[config.mk]
export PLATFORM = sky130hd
export DESIGN_NAME = r3_sdf_stage_ctrl_flat
export DESIGN_NICKNAME = d
export VERILOG_FILES = /design/src/rtl/r3_sdf_stage_ctrl_if.sv /design/src/rtl/r3_sdf_stage_ctrl.sv /design/src/flat_wrapper.sv
export SDC_FILE = /design/constraint.sdc
export NUM_CORES = 1
export LEC_CHECK = 0
export ABC_AREA = 0
export CAP_MARGIN = 25
export CORE_ASPECT_RATIO = 2
export CORE_MARGIN = 2
export CORE_UTILIZATION = 29
export DETAILED_ROUTE_END_ITERATION = 8
export PLACE_DENSITY = 0.51
export SLEW_MARGIN = 20
export SYNTH_ARGS = -nofsm -noshare
export SYNTH_HDL_FRONTEND = slang
export SYNTH_SLANG_ARGS = --single-unit
[constraint.sdc]
create_clock -name clk -period 1.8 [get_ports clk]
set_clock_uncertainty 0.2 [all_clocks]
set_input_delay 0.36 -clock clk [delete_from_list [all_inputs] [get_ports clk]]
set_output_delay 0.36 -clock clk [all_outputs]
set_load 0.03 [all_outputs]
[src/rtl/r3_sdf_stage_ctrl_if.sv]
// Sample-side handshake and delay-line/butterfly control bundle for one
// radix-3 SDF stage controller.
interface r3_sdf_stage_ctrl_if #(
    parameter int TW_AW = 5
);
    logic             in_valid;
    logic             in_last;
    logic             in_ready;
    logic             dl_en;
    logic [1:0]       phase;
    logic             bf_en;
    logic [TW_AW-1:0] tw_idx;
    logic             out_valid;
    logic             frame_done;
    logic             err;

    modport master (
        output in_valid, in_last,
        input  in_ready, dl_en, phase, bf_en, tw_idx, out_valid, frame_done, err
    );

    modport slave (
        input  in_valid, in_last,
        output in_ready, dl_en, phase, bf_en, tw_idx, out_valid, frame_done, err
    );
endinterface

[src/rtl/r3_sdf_stage_ctrl.sv]
// Sequencing controller for a radix-3 single-path delay-feedback FFT stage:
// counts samples, selects fill/butterfly/emit phase, twiddle index and drain.
module r3_sdf_stage_ctrl #(
    parameter int DEPTH = 9,
    parameter int CW    = 4,
    parameter int TW_AW = 5
) (
    input logic                clk,
    input logic                rst_n,
    r3_sdf_stage_ctrl_if.slave bus
);
    typedef enum logic {RUN = 1'b0, DRAIN = 1'b1} mode_t;

    mode_t            mode_q, mode_n;
    logic [CW-1:0]    cnt_q, cnt_n;
    logic [1:0]       ph_q, ph_n;
    logic             primed_q, primed_n;
    logic             ready_p1;

    logic             vld_p1, dl_p1, bf_p1, fd_p1, err_p1;
    logic [1:0]       phase_p1;
    logic [TW_AW-1:0] tw_p1;
    logic             vld_n, dl_n, bf_n, fd_n, err_n;
    logic [1:0]       phase_n;
    logic [TW_AW-1:0] tw_n;

    logic accept, advance, cnt_last, misalign;

    // Emitted branch is X1 in ph 0, X2 in ph 1, X0 in ph 2; exponent = branch*cnt.
    function automatic logic [TW_AW-1:0] tw_of(input logic [1:0] p, input logic [CW-1:0] c);
        logic [TW_AW-1:0] ce;
        ce = TW_AW'(c);
        case (p)
            2'd0:    tw_of = ce;
            2'd1:    tw_of = ce << 1;
            default: tw_of = '0;
        endcase
    endfunction

    assign accept   = (mode_q == RUN) && bus.in_valid && ready_p1;
    assign advance  = accept || (mode_q == DRAIN);
    assign cnt_last = (cnt_q == CW'(DEPTH - 1));
    assign misalign = accept && bus.in_last && !((ph_q == 2'd2) && cnt_last);

    always_ff @(posedge clk or negedge rst_n) begin
        if (!rst_n) begin
            mode_q   <= RUN;
            cnt_q    <= '0;
            ph_q     <= 2'd0;
            primed_q <= 1'b0;
            ready_p1 <= 1'b0;
            vld_p1   <= 1'b0;
            dl_p1    <= 1'b0;
            bf_p1    <= 1'b0;
            fd_p1    <= 1'b0;
            err_p1   <= 1'b0;
            phase_p1 <= 2'd0;
            tw_p1    <= '0;
        end else begin
            mode_q   <= mode_n;
            cnt_q    <= cnt_n;
            ph_q     <= ph_n;
            primed_q <= primed_n;
            ready_p1 <= (mode_n == RUN);
            vld_p1   <= vld_n;
            dl_p1    <= dl_n;
            bf_p1    <= bf_n;
            fd_p1    <= fd_n;
            err_p1   <= err_n;
            phase_p1 <= phase_n;
            tw_p1    <= tw_n;
        end
    end

    always_comb begin
        mode_n   = mode_q;
        cnt_n    = cnt_q;
        ph_n     = ph_q;
        primed_n = primed_q;
        if (misalign) begin
            cnt_n    = '0;
            ph_n     = 2'd0;
            primed_n = 1'b0;
        end else if (advance) begin
            cnt_n = cnt_last ? '0 : cnt_q + CW'(1);
            if (cnt_last) ph_n = (ph_q == 2'd2) ? 2'd0 : ph_q + 2'd1;
            if (ph_q == 2'd2) primed_n = 1'b1;
            if (accept && bus.in_last) mode_n = DRAIN;
            // Final X2 of the drain: back to an empty, unprimed RUN state.
            if ((mode_q == DRAIN) && (ph_q == 2'd1) && cnt_last) begin
                mode_n   = RUN;
                ph_n     = 2'd0;
                primed_n = 1'b0;
            end
        end
    end

    always_comb begin
        vld_n   = 1'b0;
        dl_n    = 1'b0;
        bf_n    = 1'b0;
        fd_n    = 1'b0;
        err_n   = misalign;
        phase_n = phase_p1;
        tw_n    = tw_p1;
        if (advance && !misalign) begin
            dl_n    = 1'b1;
            phase_n = ph_q;
            bf_n    = (ph_q == 2'd2);
            tw_n    = tw_of(ph_q, cnt_q);
            vld_n   = (ph_q == 2'd2) || primed_q;
            fd_n    = (ph_q == 2'd1) && cnt_last && primed_q;
        end
    end

    // Stage p1 boundary: registered view of the last advanced sample.
    assign bus.in_ready   = ready_p1;
    assign bus.dl_en      = dl_p1;
    assign bus.phase      = phase_p1;
    assign bus.bf_en      = bf_p1;
    assign bus.tw_idx     = tw_p1;
    assign bus.out_valid  = vld_p1;
    assign bus.frame_done = fd_p1;
    assign bus.err        = err_p1;
endmodule

[src/flat_wrapper.sv]
// flat-port wrapper written by rule: the top's interface ports become plain ports
module r3_sdf_stage_ctrl_flat 
#(
    parameter int DEPTH = 9,
    parameter int CW    = 4,
    parameter int TW_AW = 5
)
  (clk, rst_n, bus_in_valid, bus_in_last, bus_in_ready, bus_dl_en, bus_phase, bus_bf_en, bus_tw_idx, bus_out_valid, bus_frame_done, bus_err);
  r3_sdf_stage_ctrl_if #(.TW_AW(TW_AW)) bus_i ();
  input logic clk;
  input logic rst_n;
  input wire logic [$bits(bus_i.in_valid)-1:0] bus_in_valid;
  input wire logic [$bits(bus_i.in_last)-1:0] bus_in_last;
  output wire logic [$bits(bus_i.in_ready)-1:0] bus_in_ready;
  output wire logic [$bits(bus_i.dl_en)-1:0] bus_dl_en;
  output wire logic [$bits(bus_i.phase)-1:0] bus_phase;
  output wire logic [$bits(bus_i.bf_en)-1:0] bus_bf_en;
  output wire logic [$bits(bus_i.tw_idx)-1:0] bus_tw_idx;
  output wire logic [$bits(bus_i.out_valid)-1:0] bus_out_valid;
  output wire logic [$bits(bus_i.frame_done)-1:0] bus_frame_done;
  output wire logic [$bits(bus_i.err)-1:0] bus_err;
  assign bus_i.in_valid = bus_in_valid;
  assign bus_i.in_last = bus_in_last;
  assign bus_in_ready = bus_i.in_ready;
  assign bus_dl_en = bus_i.dl_en;
  assign bus_phase = bus_i.phase;
  assign bus_bf_en = bus_i.bf_en;
  assign bus_tw_idx = bus_i.tw_idx;
  assign bus_out_valid = bus_i.out_valid;
  assign bus_frame_done = bus_i.frame_done;
  assign bus_err = bus_i.err;
  r3_sdf_stage_ctrl #(.DEPTH(DEPTH), .CW(CW), .TW_AW(TW_AW)) u_core (.clk(clk), .rst_n(rst_n), .bus(bus_i));
endmodule
# [Yosys cells after proc, flatten, opt, wreduce, memory -nomap -nowiden]
# Index checks and enable logic that the tools add are counted.
[classes] add_sub_neg=2 n_eq_ne=3 n_mux=21 n_bitwise=2 n_reduce_logical=20
[op_table] op="1-bit 2-to-1 mux" n=12
[op_table] op="4-bit 2-to-1 mux" n=3
[op_table] op="1-bit logical AND" n=10
[op_table] op="2-bit 2-to-1 mux" n=5
[op_table] op="5-bit case mux with 2 select lines" n=1
[op_table] op="3-bit nonzero test" n=2
[op_table] op="4-bit by 1-bit adder with 4-bit output, second input constant" n=1
[op_table] op="4-bit == test, second input constant" n=1
[op_table] op="2-bit AND reduction" n=2
[op_table] op="2-bit by 1-bit adder with 2-bit output, second input constant" n=1
[op_table] op="2-bit by 1-bit == test with 1-bit output, second input constant" n=1
[op_table] op="2-bit == test, second input constant" n=1
[op_table] op="1-bit zero test" n=2
[op_table] op="2-bit zero test" n=1
[op_table] op="1-bit logical OR" n=2
[op_table] op="1-bit NOT" n=2
[op_table] op="2-bit nonzero test" n=1
[word_totals] reg_bits=21 output_inout_bits=13

# [Depth between registers and ports, before layout]
[logic_depth] word_depth=9 depth_mapped=6

# [Least setup slack after synthesis]
# OpenSTA, ideal clock, no wires.
[synth_path] kind="reg2reg" from="register u_core.cnt_q[0]" to="register u_core.phase_p1[0], in the netlist u_core.bus.phase[0]" setup_ps=126 t_arrival_ps=1327 slack_ps=146 path_stages_with_launch=7 synth_period_minus_slack_ps=1654 cell_sequence="dfrtp_1 -> inv_1 -> ha_1 -> and3b_1 -> buf_6 -> a21oi_2 -> a311o_1"
[synth_via] elab_chain_cells=6
[synth_rtl] item="start: declaration" line="r3_sdf_stage_ctrl.sv:15" text="logic [CW-1:0] cnt_q, cnt_n;"
[synth_rtl] item="start signal: assignment" line="r3_sdf_stage_ctrl.sv:61" text="cnt_q <= cnt_n;"
[synth_rtl] item="4-bit == test" line="r3_sdf_stage_ctrl.sv:42" text="assign cnt_last = (cnt_q == CW'(DEPTH - 1));"
[synth_rtl] item="1-bit logical AND" line="r3_sdf_stage_ctrl.sv:43" text="assign misalign = accept && bus.in_last && !((ph_q == 2'd2) && cnt_last);"
[synth_rtl] item="1-bit zero test" line="r3_sdf_stage_ctrl.sv:43"
[synth_rtl] item="1-bit logical AND" line="r3_sdf_stage_ctrl.sv:43"
[synth_rtl] item="1-bit zero test" line="r3_sdf_stage_ctrl.sv:106" text="if (advance && !misalign) begin"
[synth_rtl] item="1-bit logical AND" line="r3_sdf_stage_ctrl.sv:106"
[synth_rtl] item="end signal: assignment" line="r3_sdf_stage_ctrl.sv:70" text="phase_p1 <= phase_n;"
[synth_rtl] item="end: declaration" line="r3_sdf_stage_ctrl.sv:21" text="logic [1:0] phase_p1;"
# No other way between the ends.
# A chain may end at the register's enable or synchronous reset.

# [Final worst setup path]
[layout_path] from="register u_core.cnt_q[1]" to="register u_core.tw_p1[4], in the netlist u_core.bus.tw_idx[4]"
[layout_via] elab_chain_cells=6
[layout_rtl] item="4-bit == test" line="r3_sdf_stage_ctrl.sv:42"
[layout_rtl] item="1-bit logical AND" line="r3_sdf_stage_ctrl.sv:43"
[layout_rtl] item="1-bit zero test" line="r3_sdf_stage_ctrl.sv:43"
[layout_rtl] item="1-bit logical AND" line="r3_sdf_stage_ctrl.sv:43"
[layout_rtl] item="1-bit zero test" line="r3_sdf_stage_ctrl.sv:106"
[layout_rtl] item="1-bit logical AND" line="r3_sdf_stage_ctrl.sv:106"
[layout_rtl] item="end signal: assignment" line="r3_sdf_stage_ctrl.sv:71" text="tw_p1 <= tw_n;"
[layout_rtl] item="end: declaration" line="r3_sdf_stage_ctrl.sv:22" text="logic [TW_AW-1:0] tw_p1;"
# No other way between the ends.

==> run metrics <==
CP max-delay cell=dfrtp_1; final HPWL from detailed placement=2145 µm; largest net degree at the start of global routing=22; Slew headroom=76.81%; WP depth=6; via density per instance=4.974; ys flop type=dfrtp_1; Power, Total=0.001817 W; reg2reg path depth=6; CTS Buf Count=3; Core Region=3607 µm²; die height=90.99 µm; Leak=0.7157 nW; antenna-violating nets left=0; num rows=31; Die Width=47.50 µm; root buf cell=clkbuf_8; clk sinks=21; area of the mapped netlist=1097 µm²; Net Count, Synth=108; Crit Reg-Reg Endpoint=u_core.bus.tw_idx[4]; end-of-flow core utilization=41.52%; HP Class=in2async; worst-path cell chain=inv_1, ha_4, and3b_2, buf_6, nand3_4, a32o_1; vias in the first global route=922; Initial DRC Count=36; CTS tree=yes; I/O pin count=17; NetSw=0.0006872 W; gp weighted congestion=0.8027; Initial Utilization=30.42%; final count of negative-setup-slack endpoints=0; commonest cells after routing, fill and taps aside=dfrtp_1 (21), buf_4 (21), dlygate4sd2_1 (13); Critical Path AT=1.66 ns; WL per Instance=15.04 µm; EDFF count, synth=0; GRT Total Usage=14.42%; fin crit period=1.711 ns; VDD IR max=0.6797 mV; DRT Wirelength=2857 µm; Top delay family on crit path=flip-flops; routed vias=945; startpoint types=flip-flop; Seq pwr share=35.9%; Port Buffers=16; Fin. Hold Viols=0; CP Capture Type=flip-flop; Req. time, crit path=1.75 ns; Syn Area/Cell=10.76 µm²; die area=4322 µm²; RR Startpoint=u_core.cnt_q[1]; Antenna diodes=0; top layer reached by signal wires=met4; Synth Warn #=0; Slew @ Worst Pin=0.3478 ns; period utilisation layout=95.05%; status=finished, final reports clean; Worst-path clk slew=0.08 ns; combinational fraction of design power=47.0%; H-tree depth=1; library cells used by synthesis=38; crit-path max cell delay=0.38 ns; clock buffer depth=2; clock latency on the worst-skew pair=0.26 ns; Yosys top cell area share=47.89%; Clock power frac=17.0%; max cap viols=0; # fillers=368; hold_buf cts=0; Switching Fraction=37.82%; Max Freq=584.5 MHz; top cells by area, synth=dfrtp_1 (48%), a32o_1 (5.5%), nand3b_1 (3.4%), a21oi_1 (3.2%), buf_6 (3.1%); Final Max Tran Viols=0; 1st-pass router iterations=4; worst-path fanout max=7; Buf+Inv Stages, Crit Path=2; area leader, netlist=dfrtp_1; P_int=0.001130 W; PD cells=1213 nW/µm²; remaining global-route overflow=0; met3 WL=54 µm; RSZ-0062 raised after global routing=no; first-pass GRT wire length=4491 µm; Syn Inst Count=102; Async SR Flop Fraction=100.0%; initial antenna violation count=0; Layout area overhead=36.49%; Layout Nets=148; met2 wire len=1682 µm; crit path kind=reg2reg; M1 wire length=1086 µm; drt drc=0; Yosys reg bits=21; flop-to-flop setup slack=0.09 ns; layout cells sized above 1=29.79%; post-synthesis sequential area ratio=47.89%
==> registers in the layout (all words and copies together) (netlist names), named ones only <==
| signal | count |
|---|---|
| u_core.bus.bf_en | 1 |
| u_core.bus.dl_en | 1 |
| u_core.bus.err | 1 |
| u_core.bus.frame_done | 1 |
| u_core.bus.in_ready | 1 |
| u_core.bus.out_valid | 1 |
| u_core.bus.phase | 2 |
| u_core.bus.tw_idx | 5 |
| u_core.cnt_q | 4 |
| u_core.ph_q | 2 |
| u_core.primed_q | 1 |
==> cell usage after synthesis, drive strengths merged, types with 4 or more instances <==
| master | instances |
|---|---|
| nand3b | 5 |
| nand2 | 8 |
| a32o | 6 |
| o21ai | 4 |
| inv | 5 |
| a21oi | 9 |
| nand3 | 5 |
| dfrtp | 21 |
| nor2 | 4 |
| buf | 4 |
==> worst max path at each step <==
stage,start,to,slack [ns]
finish,u_core.cnt_q[1],u_core.bus.tw_idx[4],0.09
global route,u_core.cnt_q[1],u_core.bus.tw_idx[4],0.001
detailed placement,bus_in_valid,u_core.bus.tw_idx[4],-0.13
global placement,bus_in_valid,u_core.bus.tw_idx[4],-0.1
CTS,u_core.cnt_q[0],u_core.bus.tw_idx[4],0.05
floorplan,u_core.cnt_q[0],u_core.bus.phase[0],0.15
==> metal layers <==
metal  track usage, %  vias up
li1                 -      459
met5                0        -
met1            16.73      463
met2            24.77       21
met4            6.481        0
met3            1.193        2
==> what timing repair did <==
| action | 4_1_cts | 5_1_grt |
|---|---|---|
| resized for setup | 13 | 5 |
| pin swaps | 0 | 2 |
| setup buffers | 0 | 1 |
| gates cloned | 0 | 1 |
| setup endpoints to repair | 13 | 9 |
==> layout make-up <==
class,instances,area [µm²],area share [%]
multi-input cells,72,528.0,35.25
flip-flops and latches,21,525.5,35.09
repair buffers,39,317.8,21.22
well taps,49,61.31,4.094
clock buffers,3,41.29,2.757
inverters,5,18.77,1.253
clock inverters,1,5.005,0.3342
==> stage by stage <==
step | TNS, ns | hold WS [ns] | setup slack, ns | instances | cell area [µm²]
global placement | -0.7120 | 0.3073 | -0.09680 | 184 | 1438
finish | 0 | 0.2360 | 0.08905 | 190 | 1498
floorplan | 0 | -0.1356 | 0.1463 | 102 | 1097
CTS | 0 | 0.2442 | 0.05302 | 188 | 1468
detailed placement | -0.9451 | 0.3162 | -0.1277 | 184 | 1438
global route | 0 | 0.2576 | 0.001487 | 190 | 1498
==> power by group through the flow <==
stage | sequential [W] | clock (W) | combinational, W
global placement | 0.000663 | 0 | 0.000844
detailed placement | 0.000668 | 0 | 0.000848
finish | 0.000653 | 0.000309 | 0.000855
CTS | 0.000655 | 0.000319 | 0.000811
global route | 0.000671 | 0.000345 | 0.000925
floorplan | 0.000776 | 0 | 0.000373
==> worst reg2reg max path, delay by kind of cell, from the launching register on <==
| kind | cells | cell delay [ns] |
|---|---|---|
| buffers and inverters | 2 | 0.25 |
| AND/OR/NAND/NOR | 2 | 0.33 |
| AO/OA/AOI/OAI | 1 | 0.28 |
| flip-flops | 1 | 0.38 |
| adder cells (fa/ha/maj) | 1 | 0.16 |
==> cells by family (layout without fill, tap and decap cells) <==
kind of cell	after synthesis	in the layout	share of synthesized area (%)
flops	21	21	47.89
mux	2	2	2.052
buf+inv	9	48	5.245
compound gates	31	31	20.87
fa+ha+maj	2	2	2.280
simple gates	37	37	21.67
(Power assumes the default switching activity.)
